[src/rtl/iopmp_pkg.sv]
// Shared IOPMP types: access kinds, entry config, error record, checker FSM states.
package iopmp_pkg;

  typedef enum logic [1:0] {
    ACCESS_NONE  = 2'b00,
    ACCESS_READ  = 2'b01,
    ACCESS_WRITE = 2'b10
  } iopmp_access_t;

  typedef enum logic [1:0] {
    ADDR_OFF   = 2'b00,
    ADDR_TOR   = 2'b01,
    ADDR_NA4   = 2'b10,
    ADDR_NAPOT = 2'b11
  } iopmp_addr_mode_t;

  typedef struct packed {
    iopmp_addr_mode_t addr_mode;
    logic             w;
    logic             r;
  } iopmp_entry_t;

  typedef struct packed {
    logic [13:0] sid;
    logic [12:0] length;
    logic        read;
    logic [2:0]  extra;
    logic        illcgt;
  } iopmp_rcd_t;

  typedef enum logic [1:0] {
    ST_IDLE   = 2'b00,
    ST_LOOKUP = 2'b01,
    ST_SCAN   = 2'b10,
    ST_RESP   = 2'b11
  } iopmp_state_t;

  localparam logic [2:0] EXTRA_NO_HIT  = 3'b000;
  localparam logic [2:0] EXTRA_PERM    = 3'b001;
  localparam logic [2:0] EXTRA_PARTIAL = 3'b010;

endpackage

[src/rtl/iopmp_entry_match.sv]
// Combinational range match of byte range [lo, hi] against one TOR/NA4/NAPOT entry.
// Zero latency, no flow control; addresses widened by 2 bits so entry<<2 never truncates.
module iopmp_entry_match
  import iopmp_pkg::*;
#(
  parameter int AW = 64
) (
  input  logic [AW+1:0]     lo_i,
  input  logic [AW+1:0]     hi_i,
  input  logic [AW-1:0]     entry_addr_i,
  input  logic [AW-1:0]     prev_addr_i,
  input  iopmp_addr_mode_t  mode_i,
  output logic              full_o,
  output logic              partial_o
);

  localparam int XW = AW + 2;

  logic [AW-1:0] napot_mask;
  logic [XW-1:0] base;
  logic [XW-1:0] top;
  logic [XW-1:0] tor_end;
  logic          region_vld;
  logic          overlap;

  always_comb begin
    // Trailing ones plus the first zero above them give the NAPOT size mask.
    napot_mask = entry_addr_i ^ (entry_addr_i + AW'(1));
    tor_end    = {entry_addr_i, 2'b00};
    base       = '0;
    top        = '0;
    region_vld = 1'b0;
    case (mode_i)
      ADDR_TOR: begin
        base       = {prev_addr_i, 2'b00};
        top        = tor_end - XW'(1);
        region_vld = base < tor_end;
      end
      ADDR_NA4: begin
        base       = {entry_addr_i, 2'b00};
        top        = {entry_addr_i, 2'b11};
        region_vld = 1'b1;
      end
      ADDR_NAPOT: begin
        base       = {entry_addr_i & ~napot_mask, 2'b00};
        top        = {entry_addr_i | napot_mask, 2'b11};
        region_vld = 1'b1;
      end
      default: ;
    endcase
    full_o    = region_vld && (lo_i >= base) && (hi_i <= top);
    overlap   = region_vld && (lo_i <= top) && (hi_i >= base);
    partial_o = overlap && !full_o;
  end

endmodule

[src/rtl/iopmp_check_seq.sv]
// Sequential IOPMP checker: walks memory domains/entries one per cycle, lowest matching entry wins.
// Latency 1 (disabled/illegal) to 2+NR_ENTRIES+NR_MD cycles; one request in flight, response held until rsp_ready_i.
module iopmp_check_seq
  import iopmp_pkg::*;
#(
  parameter int NR_MD      = 63,
  parameter int NR_ENTRIES = 32,
  parameter int ADDR_WIDTH = 64
) (
  input  logic                    clk_i,
  input  logic                    rst_i,
  input  logic                    enable_i,
  input  logic                    req_valid_i,
  output logic                    req_ready_o,
  input  logic [ADDR_WIDTH-1:0]   req_addr_i,
  input  logic [12:0]             req_len_i,
  input  iopmp_access_t           req_access_i,
  input  logic [13:0]             req_sid_i,
  output logic [13:0]             srcmd_sid_o,
  input  logic [62:0]             srcmd_md_i,
  input  logic [NR_MD*16-1:0]     mdcfg_t_i,
  output logic [4:0]              entry_idx_o,
  input  logic [ADDR_WIDTH-1:0]   entry_addr_i,
  input  logic [ADDR_WIDTH-1:0]   entry_prev_addr_i,
  input  iopmp_entry_t            entry_cfg_i,
  output logic                    rsp_valid_o,
  input  logic                    rsp_ready_i,
  output logic                    rsp_allow_o,
  output logic                    rsp_hit_o,
  output logic [4:0]              rsp_entry_o,
  output logic                    rcd_we_o,
  output iopmp_rcd_t              rcd_o,
  output logic [ADDR_WIDTH-1:0]   rcd_addr_o
);

  localparam int         XW      = ADDR_WIDTH + 2;
  localparam logic [5:0] IDX_END = 6'(NR_ENTRIES);
  localparam logic [5:0] MD_END  = 6'(NR_MD);

  iopmp_state_t          state_q, state_d;
  logic [ADDR_WIDTH-1:0] addr_q, addr_d;
  logic [12:0]           len_q, len_d;
  iopmp_access_t         access_q, access_d;
  logic [13:0]           sid_q, sid_d;
  logic [62:0]           md_vec_q, md_vec_d;
  logic [5:0]            idx_q, idx_d;
  logic [5:0]            md_q, md_d;
  logic                  hit_q, hit_d;
  logic                  full_q, full_d;
  logic                  perm_q, perm_d;
  logic [4:0]            entry_q, entry_d;
  logic                  allow_q, allow_d;
  logic [2:0]            extra_q, extra_d;
  logic                  illcgt_q, illcgt_d;
  logic                  rcd_we_q, rcd_we_d;

  logic [15:0]   cur_t;
  logic [XW-1:0] lo;
  logic [XW-1:0] hi;
  logic          m_full;
  logic          m_partial;
  logic          considered;
  logic          perm;

  always_comb begin
    cur_t = '0;
    for (int k = 0; k < NR_MD; k++) begin
      if (md_q == 6'(k)) cur_t = mdcfg_t_i[k*16 +: 16];
    end
  end

  assign lo = {2'b00, addr_q};
  assign hi = lo + XW'(len_q);

  iopmp_entry_match #(.AW(ADDR_WIDTH)) u_match (
    .lo_i         (lo),
    .hi_i         (hi),
    .entry_addr_i (entry_addr_i),
    .prev_addr_i  (entry_prev_addr_i),
    .mode_i       (entry_cfg_i.addr_mode),
    .full_o       (m_full),
    .partial_o    (m_partial)
  );

  assign considered = (entry_cfg_i.addr_mode != ADDR_OFF) && md_vec_q[md_q];
  assign perm       = (access_q == ACCESS_READ) ? entry_cfg_i.r : entry_cfg_i.w;

  always_comb begin
    state_d  = state_q;
    addr_d   = addr_q;
    len_d    = len_q;
    access_d = access_q;
    sid_d    = sid_q;
    md_vec_d = md_vec_q;
    idx_d    = idx_q;
    md_d     = md_q;
    hit_d    = hit_q;
    full_d   = full_q;
    perm_d   = perm_q;
    entry_d  = entry_q;
    allow_d  = allow_q;
    extra_d  = extra_q;
    illcgt_d = illcgt_q;
    rcd_we_d = 1'b0;
    case (state_q)
      ST_IDLE: begin
        if (req_valid_i) begin
          addr_d   = req_addr_i;
          len_d    = req_len_i;
          access_d = req_access_i;
          sid_d    = req_sid_i;
          state_d  = ST_LOOKUP;
        end
      end
      ST_LOOKUP: begin
        hit_d    = 1'b0;
        entry_d  = '0;
        extra_d  = EXTRA_NO_HIT;
        illcgt_d = 1'b0;
        if (!enable_i) begin
          allow_d = 1'b1;
          state_d = ST_RESP;
        end else if (access_q != ACCESS_READ && access_q != ACCESS_WRITE) begin
          allow_d  = 1'b0;
          illcgt_d = 1'b1;
          rcd_we_d = 1'b1;
          state_d  = ST_RESP;
        end else begin
          md_vec_d = srcmd_md_i;
          idx_d    = '0;
          md_d     = '0;
          state_d  = ST_SCAN;
        end
      end
      ST_SCAN: begin
        // A match found last cycle terminates the scan before any further index is used.
        if (hit_q) begin
          allow_d  = full_q && perm_q;
          extra_d  = !full_q ? EXTRA_PARTIAL : (perm_q ? EXTRA_NO_HIT : EXTRA_PERM);
          rcd_we_d = !(full_q && perm_q);
          state_d  = ST_RESP;
        end else if (idx_q >= IDX_END || md_q >= MD_END) begin
          allow_d  = 1'b0;
          extra_d  = EXTRA_NO_HIT;
          rcd_we_d = 1'b1;
          state_d  = ST_RESP;
        end else if ({10'b0, idx_q} >= cur_t) begin
          md_d = md_q + 6'd1;
        end else begin
          if (considered && (m_full || m_partial)) begin
            hit_d   = 1'b1;
            full_d  = m_full;
            perm_d  = perm;
            entry_d = idx_q[4:0];
          end
          idx_d = idx_q + 6'd1;
        end
      end
      ST_RESP: begin
        if (rsp_ready_i) state_d = ST_IDLE;
      end
      default: state_d = ST_IDLE;
    endcase
  end

  always_ff @(posedge clk_i or posedge rst_i) begin
    if (rst_i) begin
      state_q  <= ST_IDLE;
      addr_q   <= '0;
      len_q    <= '0;
      access_q <= ACCESS_NONE;
      sid_q    <= '0;
      md_vec_q <= '0;
      idx_q    <= '0;
      md_q     <= '0;
      hit_q    <= 1'b0;
      full_q   <= 1'b0;
      perm_q   <= 1'b0;
      entry_q  <= '0;
      allow_q  <= 1'b0;
      extra_q  <= '0;
      illcgt_q <= 1'b0;
      rcd_we_q <= 1'b0;
    end else begin
      state_q  <= state_d;
      addr_q   <= addr_d;
      len_q    <= len_d;
      access_q <= access_d;
      sid_q    <= sid_d;
      md_vec_q <= md_vec_d;
      idx_q    <= idx_d;
      md_q     <= md_d;
      hit_q    <= hit_d;
      full_q   <= full_d;
      perm_q   <= perm_d;
      entry_q  <= entry_d;
      allow_q  <= allow_d;
      extra_q  <= extra_d;
      illcgt_q <= illcgt_d;
      rcd_we_q <= rcd_we_d;
    end
  end

  assign req_ready_o = (state_q == ST_IDLE);
  assign rsp_valid_o = (state_q == ST_RESP);
  assign srcmd_sid_o = sid_q;
  assign entry_idx_o = idx_q[4:0];
  assign rsp_allow_o = allow_q;
  assign rsp_hit_o   = hit_q;
  assign rsp_entry_o = entry_q;
  assign rcd_we_o    = rcd_we_q;
  assign rcd_addr_o  = addr_q;

  always_comb begin
    rcd_o        = '0;
    rcd_o.sid    = sid_q;
    rcd_o.length = len_q;
    rcd_o.read   = (access_q == ACCESS_READ);
    rcd_o.extra  = extra_q;
    rcd_o.illcgt = illcgt_q;
  end

endmodule

[config.mk]
export PLATFORM = sky130hd
export DESIGN_NAME = iopmp_check_seq
export DESIGN_NICKNAME = d
export VERILOG_FILES = /design/src/rtl/iopmp_pkg.sv /design/src/rtl/iopmp_entry_match.sv /design/src/rtl/iopmp_check_seq.sv
export SDC_FILE = /design/constraint.sdc
export NUM_CORES = 2
export LEC_CHECK = 0
export BUFFER_PORTS_ARGS = -buffer_cell sky130_fd_sc_hd__buf_2
export CAP_MARGIN = 20
export CORE_AREA = 3 3 553 555
export DETAILED_ROUTE_END_ITERATION = 10
export DIE_AREA = 0 0 556 558
export GPL_TIMING_DRIVEN = 0
export PLACE_DENSITY_LB_ADDON = 0.05
export SLEW_MARGIN = 15
export SYNTH_ARGS = -nofsm -noshare
export SYNTH_HDL_FRONTEND = slang
export SYNTH_SLANG_ARGS = --single-unit
export TNS_END_PERCENT = 20
[constraint.sdc]
create_clock -name clk_i -period 7.3 [get_ports clk_i]
set_clock_uncertainty 0.15 [all_clocks]
set_input_delay 0.365 -clock clk_i [delete_from_list [all_inputs] [get_ports clk_i]]
set_output_delay 0.365 -clock clk_i [all_outputs]
set_load 0.01 [all_outputs]
==> qor.yml <==
status:
  status: "finished with violations"
  violations: "negative setup slack"
setup_path:
  cp.depth: 28
  timing.rr.end: "md_q[3]"
  crit_end: "md_q[3]"
  cp_top_family: "compound AO/OA/AOI/OAI gates"
  reg2reg_slack_ps: -230
  critPathLaunch: "md_q[1]"
  endpoint_kind: "register"
  critical-path-max-stage-delay_ps: 640
  critical_path_class: "register to register"
  slowest_stage: "or4_4"
  worstReg2RegStart: "md_q[1]"
  cp.arrival_ps: 7800
  crit_buf_inv: 8
  ff2ff_path_depth: 28
  critPathLaunchType: "register"
  required_ps: 7580
  crit_fanout: 8
cells_and_area:
  final_cell_mix: "buf_2, nand2_1, ha_1"
  final_area_um2: 49160
  nFillCells: 34960
  nNetsFinal: 7459
  areaGrowthSynthToFinish_pct: 58.07
  final_common_cell: "buf_2"
  final_cells: 9946
  final_layout_size_suffix_gt1_share_pct: 37.66
  final_util_pct: 16.28
power_and_ir_drop:
  p_total_w: 0.01230
  p_per_area_nw_per_um2: 250.1
  vdd_ir_drop_max_mv: 0.1303
  power_leakage_nw: 20.76
drt:
  m1WireLength_mm: 180.5
  dr.pass1.iters: 6
  top_layer_used: "met5"
  wl_met3_mm: 27.36
  vias: 46970
  drt_iter0_drc: 4964
  wl_mm: 409.9
  wl_met2_mm: 183.7
  route.detailed.drc: 0
  wl_per_cell_um: 41.21
  viasPerCell: 4.722
  antenna_left: 0
die:
  die_h_um: 558
  core_area_um2: 302000
  row_count: 202
  die_area_um2: 310200
  io_pins: 1426
  die_width_um: 556
  start_util_pct: 10.30
synthesis:
  ys_types: 106
  syn_inst: 4079
  yosysSeqAreaShare_pct: 14.73
  synth_edf_count: 0
  async_flop_share_pct: 100.0
  post_synth.cell_area_avg_um2: 7.624
  synth_ff_type: "dfrtp_1"
  synth-seq-cells: 183
  ys_warn_count: 0
  synth.cell_area_um2: 31100
  syn_nets: 5731
timing:
  clock.fmax_ghz: 0.1329
  fin_crit_ps: 7526
  min_period_over_period_pct: 103.1
  finalWorstSetupSlack_ps: -225.9
  hold_viol_final: 0
  setup_violations: 20
  rsz0062_at_grt: "yes"
  maxSlewHeadroom_pct: 2.810
  worst_pin_slew_ps: 1458
  drv_slew: 0
grt:
  grt_usage_pct: 25.04
  grt_pass1_wl_mm: 509.9
  grt_max_degree: 74
  antenna_found_initial: 296
  gr-total-overflow: 0
  grt_pass1_vias: 45300
place:
  place_ws_ps: -4102
  place_congestion: 0.9607
  place_area_um2: 44220
  port_buffers: 1411
  place_hpwl_mm: 358.9
  dp_cells: 9537
clocking:
  clockBufferDepth: 3
  insertion_delay_ps: 580
  cts_tree: "built"
  clk_pin_slew_ps: 80
  cts.sinks: 183
  htreeDepth: 4
  numCtsBuffers: 25
  clockRootBuffer: "clkbuf_16"
run:
  cap_violations: 0
hold_path:
  hp-class: "input pin to register"
[worst min-delay path, stage by stage]
cell and delay, ps:
buf_2 70, mux2_2 150, mux2_4 130
[per-stage QoR]
| step | hold WS [ps] | TNS [ps] |
|---|---|---|
| after floorplan | 295.5 | 0 |
| after global placement | 332.6 | -655350 |
| after detailed placement | 289.0 | -77890 |
| after CTS | 8.891 | -1092 |
| after global routing | 29.70 | -409.2 |
| final | 55.53 | -2541 |
[cell usage after synthesis (51+ instances only)]
cell / number / area [µm²]
o221ai_1: 51 / 446.7
a211oi_1: 52 / 390.4
a32oi_1: 65 / 569.3
nor4_1: 59 / 369.1
nand2_1: 378 / 1419
o22ai_1: 116 / 725.7
clkbuf_1: 159 / 596.8
mux2_2: 161 / 1813
ha_1: 350 / 4379
o21ai_0: 198 / 991.0
nor3_1: 139 / 695.7
nor2_1: 339 / 1272
inv_1: 116 / 435.4
a21o_1: 107 / 803.3
nand4_1: 114 / 713.2
a22oi_1: 79 / 593.1
nand3_1: 160 / 800.8
a21oi_1: 268 / 1341
dfrtp_1: 183 / 4579
a221oi_1: 78 / 683.2
[area by class of cell]
type / instances / area, µm² / area share, %
Antenna cell: 155 / 387.9 / 0.7890
Buffer: 255 / 1662 / 3.380
Clock buffer: 28 / 666.9 / 1.357
Clock inverter: 5 / 27.53 / 0.05600
Inverter: 118 / 475.5 / 0.9672
Multi-Input combinational cell: 3508 / 26220 / 53.33
Sequential cell: 183 / 4589 / 9.336
Tap cell: 3978 / 4977 / 10.12
Timing Repair Buffer: 1716 / 10150 / 20.66
[how the worst min path moves through the flow]
stage,startpoint,endpoint,slack [ps],cells after the start
final,entry_cfg_i[0],perm_q,60,3
after global routing,entry_cfg_i[0],perm_q,30,3
after CTS,entry_cfg_i[0],perm_q,9,3
after detailed placement,rst_i,md_vec_q[7],290,2
after global placement,md_vec_q[53],md_vec_q[53],330,1
after floorplan,perm_q,extra_q[0],300,1
[per-layer routing]
layer | track usage (%) | vias up
li1 | - | 19760
met1 | 33.42 | 23920
met2 | 39.31 | 2558
met3 | 4.814 | 640
met4 | 10.21 | 96
met5 | 0 | -
[repair_timing]
action | CTS | global route
resized for setup | 307 | 121
endpoints found under the setup margin | 20 | 20
hold endpoints to repair | 209 | 0
hold buffers | 158 | 0
pin swaps | 51 | 55
setup buffers | 47 | 29
[state kept, by name, summed over array words and instances, names as in the netlist, 2 cells and up]
signal,cells
idx_q,6
extra_q,2
rcd_addr_o,64
md_q,6
rsp_entry_o,5
srcmd_sid_o,14
len_q,13
md_vec_q,63
access_q,2
state_q,2
[cell families after synthesis]
kind of cell             share of synthesized area, %
buffers and inverters                           5.472
adder cells (fa/ha/maj)                         14.15
multiplexers                                    7.898
XOR/XNOR                                        1.831
AO/OA/AOI/OAI                                   31.86
other                                         0.01206
flip-flops                                      14.73
AND/OR/NAND/NOR                                 24.06
[report_power, final]
part / internal (W) / switching [W]
Clock: 0.000650 / 0.000631
Combinational: 0.00348 / 0.00517
Sequential: 0.00149 / 0.000873
Note: power is estimated with default switching activity, not from simulation.
